==> src/rtl/div_unit.sv <==
// Iterative restoring divider (DIV/DIVU), one quotient bit per clock, result {remainder, quotient}.
// Optional abort input annul_i is present when DIV_ANNUL_EN is defined.
module div_unit #(
  parameter int WIDTH = 32
) (
  input  logic               clk,
  input  logic               rst,
  input  logic               signed_div_i,
  input  logic [WIDTH-1:0]   opdata1_i,
  input  logic [WIDTH-1:0]   opdata2_i,
  input  logic               start_i,
`ifdef DIV_ANNUL_EN
  input  logic               annul_i,
`endif
  output logic [2*WIDTH-1:0] result_o,
  output logic               ready_o
);

  localparam int CW = $clog2(WIDTH) + 1;
  localparam logic [CW-1:0] CNT_LAST = CW'(WIDTH);

  typedef enum logic [1:0] {FREE, BYZERO, ON, END} state_e;

  state_e               state_q;
  logic [CW-1:0]        cnt_q;
  logic [WIDTH-1:0]     dvd_q;
  logic [WIDTH-1:0]     dvs_q;
  logic [WIDTH-1:0]     rem_q;
  logic                 neg_quot_q;
  logic                 neg_rem_q;
  logic [2*WIDTH-1:0]   result_q;
  logic                 ready_q;

  logic                 annul;
  logic [WIDTH-1:0]     mag1_d;
  logic [WIDTH-1:0]     mag2_d;
  logic [WIDTH:0]       partial_d;
  logic                 take_d;
  logic [WIDTH:0]       diff_d;
  logic [WIDTH-1:0]     quot_fix_d;
  logic [WIDTH-1:0]     rem_fix_d;

`ifdef DIV_ANNUL_EN
  assign annul = annul_i;
`else
  assign annul = 1'b0;
`endif

  // The partial remainder is kept one bit wider so divisors with the MSB set
  // in unsigned mode still compare correctly after the shift.
  always_comb begin
    mag1_d     = (signed_div_i && opdata1_i[WIDTH-1]) ? ('0 - opdata1_i) : opdata1_i;
    mag2_d     = (signed_div_i && opdata2_i[WIDTH-1]) ? ('0 - opdata2_i) : opdata2_i;
    partial_d  = {rem_q, dvd_q[WIDTH-1]};
    take_d     = (partial_d >= {1'b0, dvs_q});
    diff_d     = partial_d - {1'b0, dvs_q};
    quot_fix_d = neg_quot_q ? ('0 - dvd_q) : dvd_q;
    rem_fix_d  = neg_rem_q  ? ('0 - rem_q) : rem_q;
  end

  always_ff @(posedge clk or posedge rst) begin
    if (rst) begin
      state_q    <= FREE;
      cnt_q      <= '0;
      dvd_q      <= '0;
      dvs_q      <= '0;
      rem_q      <= '0;
      neg_quot_q <= 1'b0;
      neg_rem_q  <= 1'b0;
      result_q   <= '0;
      ready_q    <= 1'b0;
    end else begin
      case (state_q)
        FREE: begin
          if (start_i && !annul) begin
            dvd_q      <= mag1_d;
            dvs_q      <= mag2_d;
            rem_q      <= '0;
            cnt_q      <= '0;
            neg_quot_q <= signed_div_i && (opdata1_i[WIDTH-1] ^ opdata2_i[WIDTH-1]);
            neg_rem_q  <= signed_div_i && opdata1_i[WIDTH-1];
            state_q    <= (opdata2_i == '0) ? BYZERO : ON;
          end
        end
        BYZERO: begin
          if (annul) begin
            state_q <= FREE;
          end else begin
            result_q <= '0;
            ready_q  <= 1'b1;
            state_q  <= END;
          end
        end
        ON: begin
          if (annul) begin
            state_q <= FREE;
            cnt_q   <= '0;
          end else if (cnt_q != CNT_LAST) begin
            // Dividend register shifts out dividend bits and shifts in quotient bits.
            rem_q <= take_d ? diff_d[WIDTH-1:0] : partial_d[WIDTH-1:0];
            dvd_q <= {dvd_q[WIDTH-2:0], take_d};
            cnt_q <= cnt_q + 1'b1;
          end else begin
            result_q <= {rem_fix_d, quot_fix_d};
            ready_q  <= 1'b1;
            state_q  <= END;
          end
        end
        END: begin
          if (!start_i) begin
            result_q <= '0;
            ready_q  <= 1'b0;
            state_q  <= FREE;
          end
        end
        default: state_q <= FREE;
      endcase
    end
  end

  assign result_o = result_q;
  assign ready_o  = ready_q;

endmodule
==> config.mk <==
export PLATFORM = sky130hd
export DESIGN_NAME = div_unit
export DESIGN_NICKNAME = d
export VERILOG_FILES = /design/src/rtl/div_unit.sv
export SDC_FILE = /design/constraint.sdc
export NUM_CORES = 1
export LEC_CHECK = 0
export ABC_AREA = 0
export CAP_MARGIN = 15
export CORE_MARGIN = 2
export CORE_UTILIZATION = 51
export DETAILED_ROUTE_END_ITERATION = 16
export MAX_ROUTING_LAYER = met4
export PLACE_DENSITY = 0.77
export SETUP_SLACK_MARGIN = 0.05
export SLEW_MARGIN = 20
export SYNTH_ARGS = -nofsm -noshare
export SYNTH_HDL_FRONTEND = slang
export SYNTH_SLANG_ARGS = --single-unit
==> constraint.sdc <==
create_clock -name clk -period 5.9 [get_ports clk]
set_clock_uncertainty 0.05 [all_clocks]
set_input_delay 0.885 -clock clk [delete_from_list [all_inputs] [get_ports clk]]
set_output_delay 0.885 -clock clk [all_outputs]
set_load 0.02 [all_outputs]
# Yosys cells after proc, flatten, opt, wreduce, memory -nomap -nowiden
# Index checks and enable logic that the tools add are counted.
classes:
  n_addsub: 6
  magnitude_cmp: 1
  eq_ne: 8
  muxes: 25
  bitwise: 1
  n_reduce_logical: 11
ops:
  columns: ["op", "n"]
  rows:
  - ["2-to-1 mux 32 bit", 9]
  - ["case mux 64 bit (3 select lines)", 1]
  - ["2-to-1 mux 64 bit", 2]
  - ["case mux 32 bit (2 select lines)", 2]
  - ["subtractor 1 x 32 -> 32 bit (first input constant)", 4]
  - ["greater-or-equal comparator 33 x 32 -> 1 bit", 1]
  - ["logical NOT 32 bit", 1]
  - ["subtractor 32 bit", 1]
  - ["2-to-1 mux 6 bit", 2]
  - ["case mux 6 bit (2 select lines)", 1]
  - ["AND reduction 3 bit", 3]
  - ["2-to-1 mux 2 bit", 4]
  - ["inequality test 2 bit (second input constant)", 4]
  - ["case mux 2 bit (4 select lines)", 1]
  - ["adder 6 x 1 -> 6 bit (second input constant)", 1]
  - ["inequality test 6 bit (second input constant)", 1]
  - ["equality test 2 bit (second input constant)", 2]
  - ["logical AND 1 bit", 3]
  - ["case mux 1 bit (3 select lines)", 1]
  - ["nonzero test 3 bit", 1]
  - ["equality test 2 x 1 -> 1 bit (second input constant)", 1]
  - ["logical NOT 2 bit", 1]
  - ["2-to-1 mux 1 bit", 2]
  - ["AND reduction 2 bit", 1]
  - ["other kinds (2)", 2]
totals:
  ff_bits: 171
  inputBits: 68
  out_inout_bits: 65
  word_cells: 61

# Longest topological paths before layout
depth:
  word_depth: 4
  mapped_depth: 13

# Least setup slack after synthesis
# No wires, ideal clock.
synth_path:
  path_kind: "input -> register"
  start: "input opdata2_i[8]"
  end: "register dvs_q[28]"
  setup_time_ns: 0.130
  arrival_ns: 2.940
  t_required_ns: 5.720
  slack_ns: 2.780
  stages: 9
  path_cell_list: "or4_4 -> or3_4 -> or4_4 -> nor2_4 -> nand2_4 -> nor4_1 -> nor2_1 -> xnor2_1 -> o21ai_1"
synth_via:
  elab_chain_cells: 2
synth_lines:
  columns: ["item", "line_no", "rtl"]
  rows:
  - ["from (decl)", "10", "input logic [WIDTH-1:0] opdata2_i,"]
  - ["subtractor 1 x 32 -> 32 bit", "53", "mag2_d = (signed_div_i && opdata2_i[WIDTH-1]) ? ('0 - opdata2_i) : opdata2_i;"]
  - ["2-to-1 mux 32 bit", "53", null]
  - ["to (signal assigned)", "77", "dvs_q <= mag2_d;"]
  - ["to (decl)", "27", "logic [WIDTH-1:0] dvs_q;"]
# Every way passes these cells.
# A chain may end at the register's enable or synchronous reset.

# Worst setup path in the final report
layout_path:
  start: "register rem_q[11]"
  end: "register rem_q[10]"
layout_via:
  elab_chain_cells: 4
layout_lines:
  columns: ["item", "line_no", "rtl"]
  rows:
  - ["from (decl)", "28", "logic [WIDTH-1:0] rem_q;"]
  - ["from (signal assigned)", "100", "rem_q <= take_d ? diff_d[WIDTH-1:0] : partial_d[WIDTH-1:0];"]
  - ["greater-or-equal comparator 33 x 32 -> 1 bit", "55", "take_d = (partial_d >= {1'b0, dvs_q});"]
  - ["2-to-1 mux 32 bit", "100", null]
  - ["2-to-1 mux 32 bit", "98", "end else if (cnt_q != CNT_LAST) begin"]
  - ["case mux 32 bit (2 select lines)", "73", "case (state_q)"]
# Every way passes these cells. The select of a mux whose other input is x is not followed.

==> impl_metrics.ini <==
[synthesis]
synth_top_family_by_area = compound AO/OA/AOI/OAI gates
netlist_area_um2 = 11000
ys.flop_type = dfrtp_1
synth-seq-cells = 171
ys_seq_area_share_pct = 39.0
synth_compound_area_share_pct = 21.7
synthXorXnorAreaFrac_pct = 11.7
synth_top_cell_by_area = dfrtp_1
avgSynthCellArea_um2 = 8.59
ys_warn_count = 0
synthSimpleGateAreaFrac_pct = 16.8
synthMuxAreaShare_pct = 1.46
synth_edf_count = 0
synthesis.instances = 1276
syn_nets = 1387
ys_top_cells_by_area = dfrtp_1 39%, o21ai_0 8.1%, xor2_1 7.4%
synth-async-reset-ratio_pct = 100
synth_top_area_share_pct = 39.0
synth_fa_ha_area_share_pct = 4.98
yosysUniqueCellTypes = 62

[route]
via_count = 9668
routed_wl_um = 27900
wl_per_cell_um = 16.8
remaining_drc_errors = 0
drt-initial-drc-count = 701
drtAntennaViolNets = 0
first_pass_iters = 5
routed_via_density = 5.83

[global_route]
grt_usage_pct = 26.3
grt_use_met3_pct = 3.45
grt_pass1_wl_um = 46400
grt_max_degree = 94
grt_overflow = 0
grt.busiest_layer = met1
antenna_found_initial = 0
grtUsageMet2_pct = 37.3
grt_pass1_vias = 9042
use_met1_pct = 39.8

[final_layout]
final-seq-area_um2 = 4280
fin_cells = 1659
area_delta_synth_final_pct = 19.4
antenna_cells = 0
fill_cells = 1853
final_cell_mix = 178 x o21ai_0, 171 x dfrtp_1, 163 x nand2_1, 132 x clkdlybuf4s50_1, 93 x xor2_1
fin_nets = 1482
multi_input_area_um2 = 6230
layout_commonest_cell = o21ai_0
drive_above_1_share_pct = 4.77

[floorplan]
start_util_pct = 52.0
ioPinCount = 133
dieHeight_um = 151
core_area_um2 = 21100
die_w_um = 151
rows = 53
die-area_um2 = 22700

[place]
port_buffers = 132
place_inst = 1627
hpwl_um = 20700
place.gp.congestion = 0.947

[critical_path]
cp-end-kind = register
max_stage_delay_ps = 890
cp_cell_sequence = ha_1 > a211oi_1 > o21a_1 > o21ai_0 > nor3_1 > a21oi_1 > a41oi_4 > buf_4 > mux2i_1 > o21ai_0
path_buf_inv = 1
critPathMostFrequentCell = o21ai_0
crit_family = compound AO/OA/AOI/OAI gates
cp-start-kind = register
worstPathMaxFanout = 30
path_class = reg2reg
arrival_ps = 3920
required_ps = 6130
crit_slowest_cell = a41oi_4

[power]
vdd_drop_max_mv = 0.391
p_clk_share_pct = 15.1
internal-power_mw = 4.03
p_seq_share_pct = 28.5
switching_share_pct = 47.5
power_frac_comb_pct = 56.4
power_density_nw_per_um2 = 587
p_leak_nw = 5.55
power.switching_mw = 3.65

[clocking]
clk_latency_ps = 430
cts_setup_buffers = 0
cts.sinks = 171
postCtsHoldBufs = 0
cts-buffers-inserted = 17
clk_path_buf_depth = 2
h-tree-depth = 4
cts_tree = built
clkTransAtPathRegs_ps = 70
cts-resized-gates = 0
root_buffer = clkbuf_16

[timing]
fin_hold_ws_ps = 429
max_freq_mhz = 271
tightestPinTransition_ps = 1030
drv_slew = 0
hold_viol = 0
fin_crit_sh_pct = 62.5
setup_violations = 0
setup_tns_ps = 0
slew_headroom_pct = 31.4
rsz0062_at_grt = false
period_minus_slack_ps = 3690

[job]
drv_cap = 0

[run_status]
status = finished clean

[hold_path]
min_path_type = reg2reg
-- cell families (layout without fill, tap and decap cells) --
family,after synthesis,count (layout)
AO/OA/AOI/OAI,389,389
XOR/XNOR,147,147
adder cells (fa/ha/maj),43,43
buffers and inverters,126,234
flip-flops,171,171
multiplexers,16,16
AND/OR/NAND/NOR,384,384
-- worst paths after layout --
kind,from,end,slack (ps),cells past startpoint
max reg2reg,rem_q[11]$_DFFE_PP0P_,rem_q[10]$_DFFE_PP0P_,2210,10
min,result_o[21]$_DFFE_PP0P_,result_o[21]$_DFFE_PP0P_,430,2
min reg2reg,result_o[21]$_DFFE_PP0P_,result_o[21]$_DFFE_PP0P_,430,2
max,rem_q[11]$_DFFE_PP0P_,rem_q[10]$_DFFE_PP0P_,2210,10
min in group asynchronous,rst,dvd_q[8]$_DFFE_PP0P_,940,2
max in group asynchronous,rst,result_o[51]$_DFFE_PP0P_,3740,3
-- cell usage after synthesis, drive strengths merged (7+ instances only) --
library cell,n
nand2b,8
ha,42
o211ai,7
xnor2,54
o21ai,188
nand2,164
clkbuf,62
dfrtp,171
a21oi,61
nand3,52
nor4,12
or3,12
o21bai,7
nor3,24
o41ai,18
nor2,64
inv,60
a22oi,24
mux2i,16
a31oi,8
a21o,17
nand4,10
xor2,93
and2,8
o31ai,36
or4,13
-- routing by layer --
layer	share of wire (%)	vias up	wire length (um)
li1	-	4735	-
met3	5.8	22	1620
met4	1.2	0	337
met1	50	4628	13900
met2	43	283	12000
met5	0	-	0
-- area by class of cell --
type | count | share of cell area, %
Clock inverter | 14 | 1.31
Inverter | 60 | 1.76
Sequential cell | 171 | 32.7
Clock buffer | 18 | 3.35
Multi-Input combinational cell | 979 | 47.6
Tap cell | 275 | 2.63
Timing Repair Buffer | 142 | 10.7
-- state kept, by name (all words and copies together) (netlist names) --
register and cells:
cnt_q 6, neg_quot_q 1, ready_o 1, neg_rem_q 1, rem_q 32, dvd_q 32
result_o 64, state_q 2, dvs_q 32
-- power by group through the flow --
stage	Sequential [mW]	Combinational (mW)	Clock, mW
6_report	2.19	4.33	1.16
5_1_grt	2.26	4.88	1.22
4_1_cts	2.18	4.32	1.17
3_5_place_dp	2.20	4.30	0
3_3_place_gp	2.17	4.22	0
2_1_floorplan	2.15	3.12	0
-- metrics by stage --
step,power (mW),util [%],setup WS (ps),cell area [um2]
floorplan,5.27,-,333,11000
global placement,6.39,59.2,2140,12500
detailed placement,6.50,59.2,2040,12500
CTS,7.67,62.1,2260,13100
global route,8.35,62.1,1960,13100
finish,7.68,62.1,2210,13100
-- worst min-delay path, stage by stage, from the launching register on --
cell and delay [ps]:
dfrtp_1 340, nand2_1 50, o21ai_0 60
No activity file was read; power rests on OpenSTA's default activity.
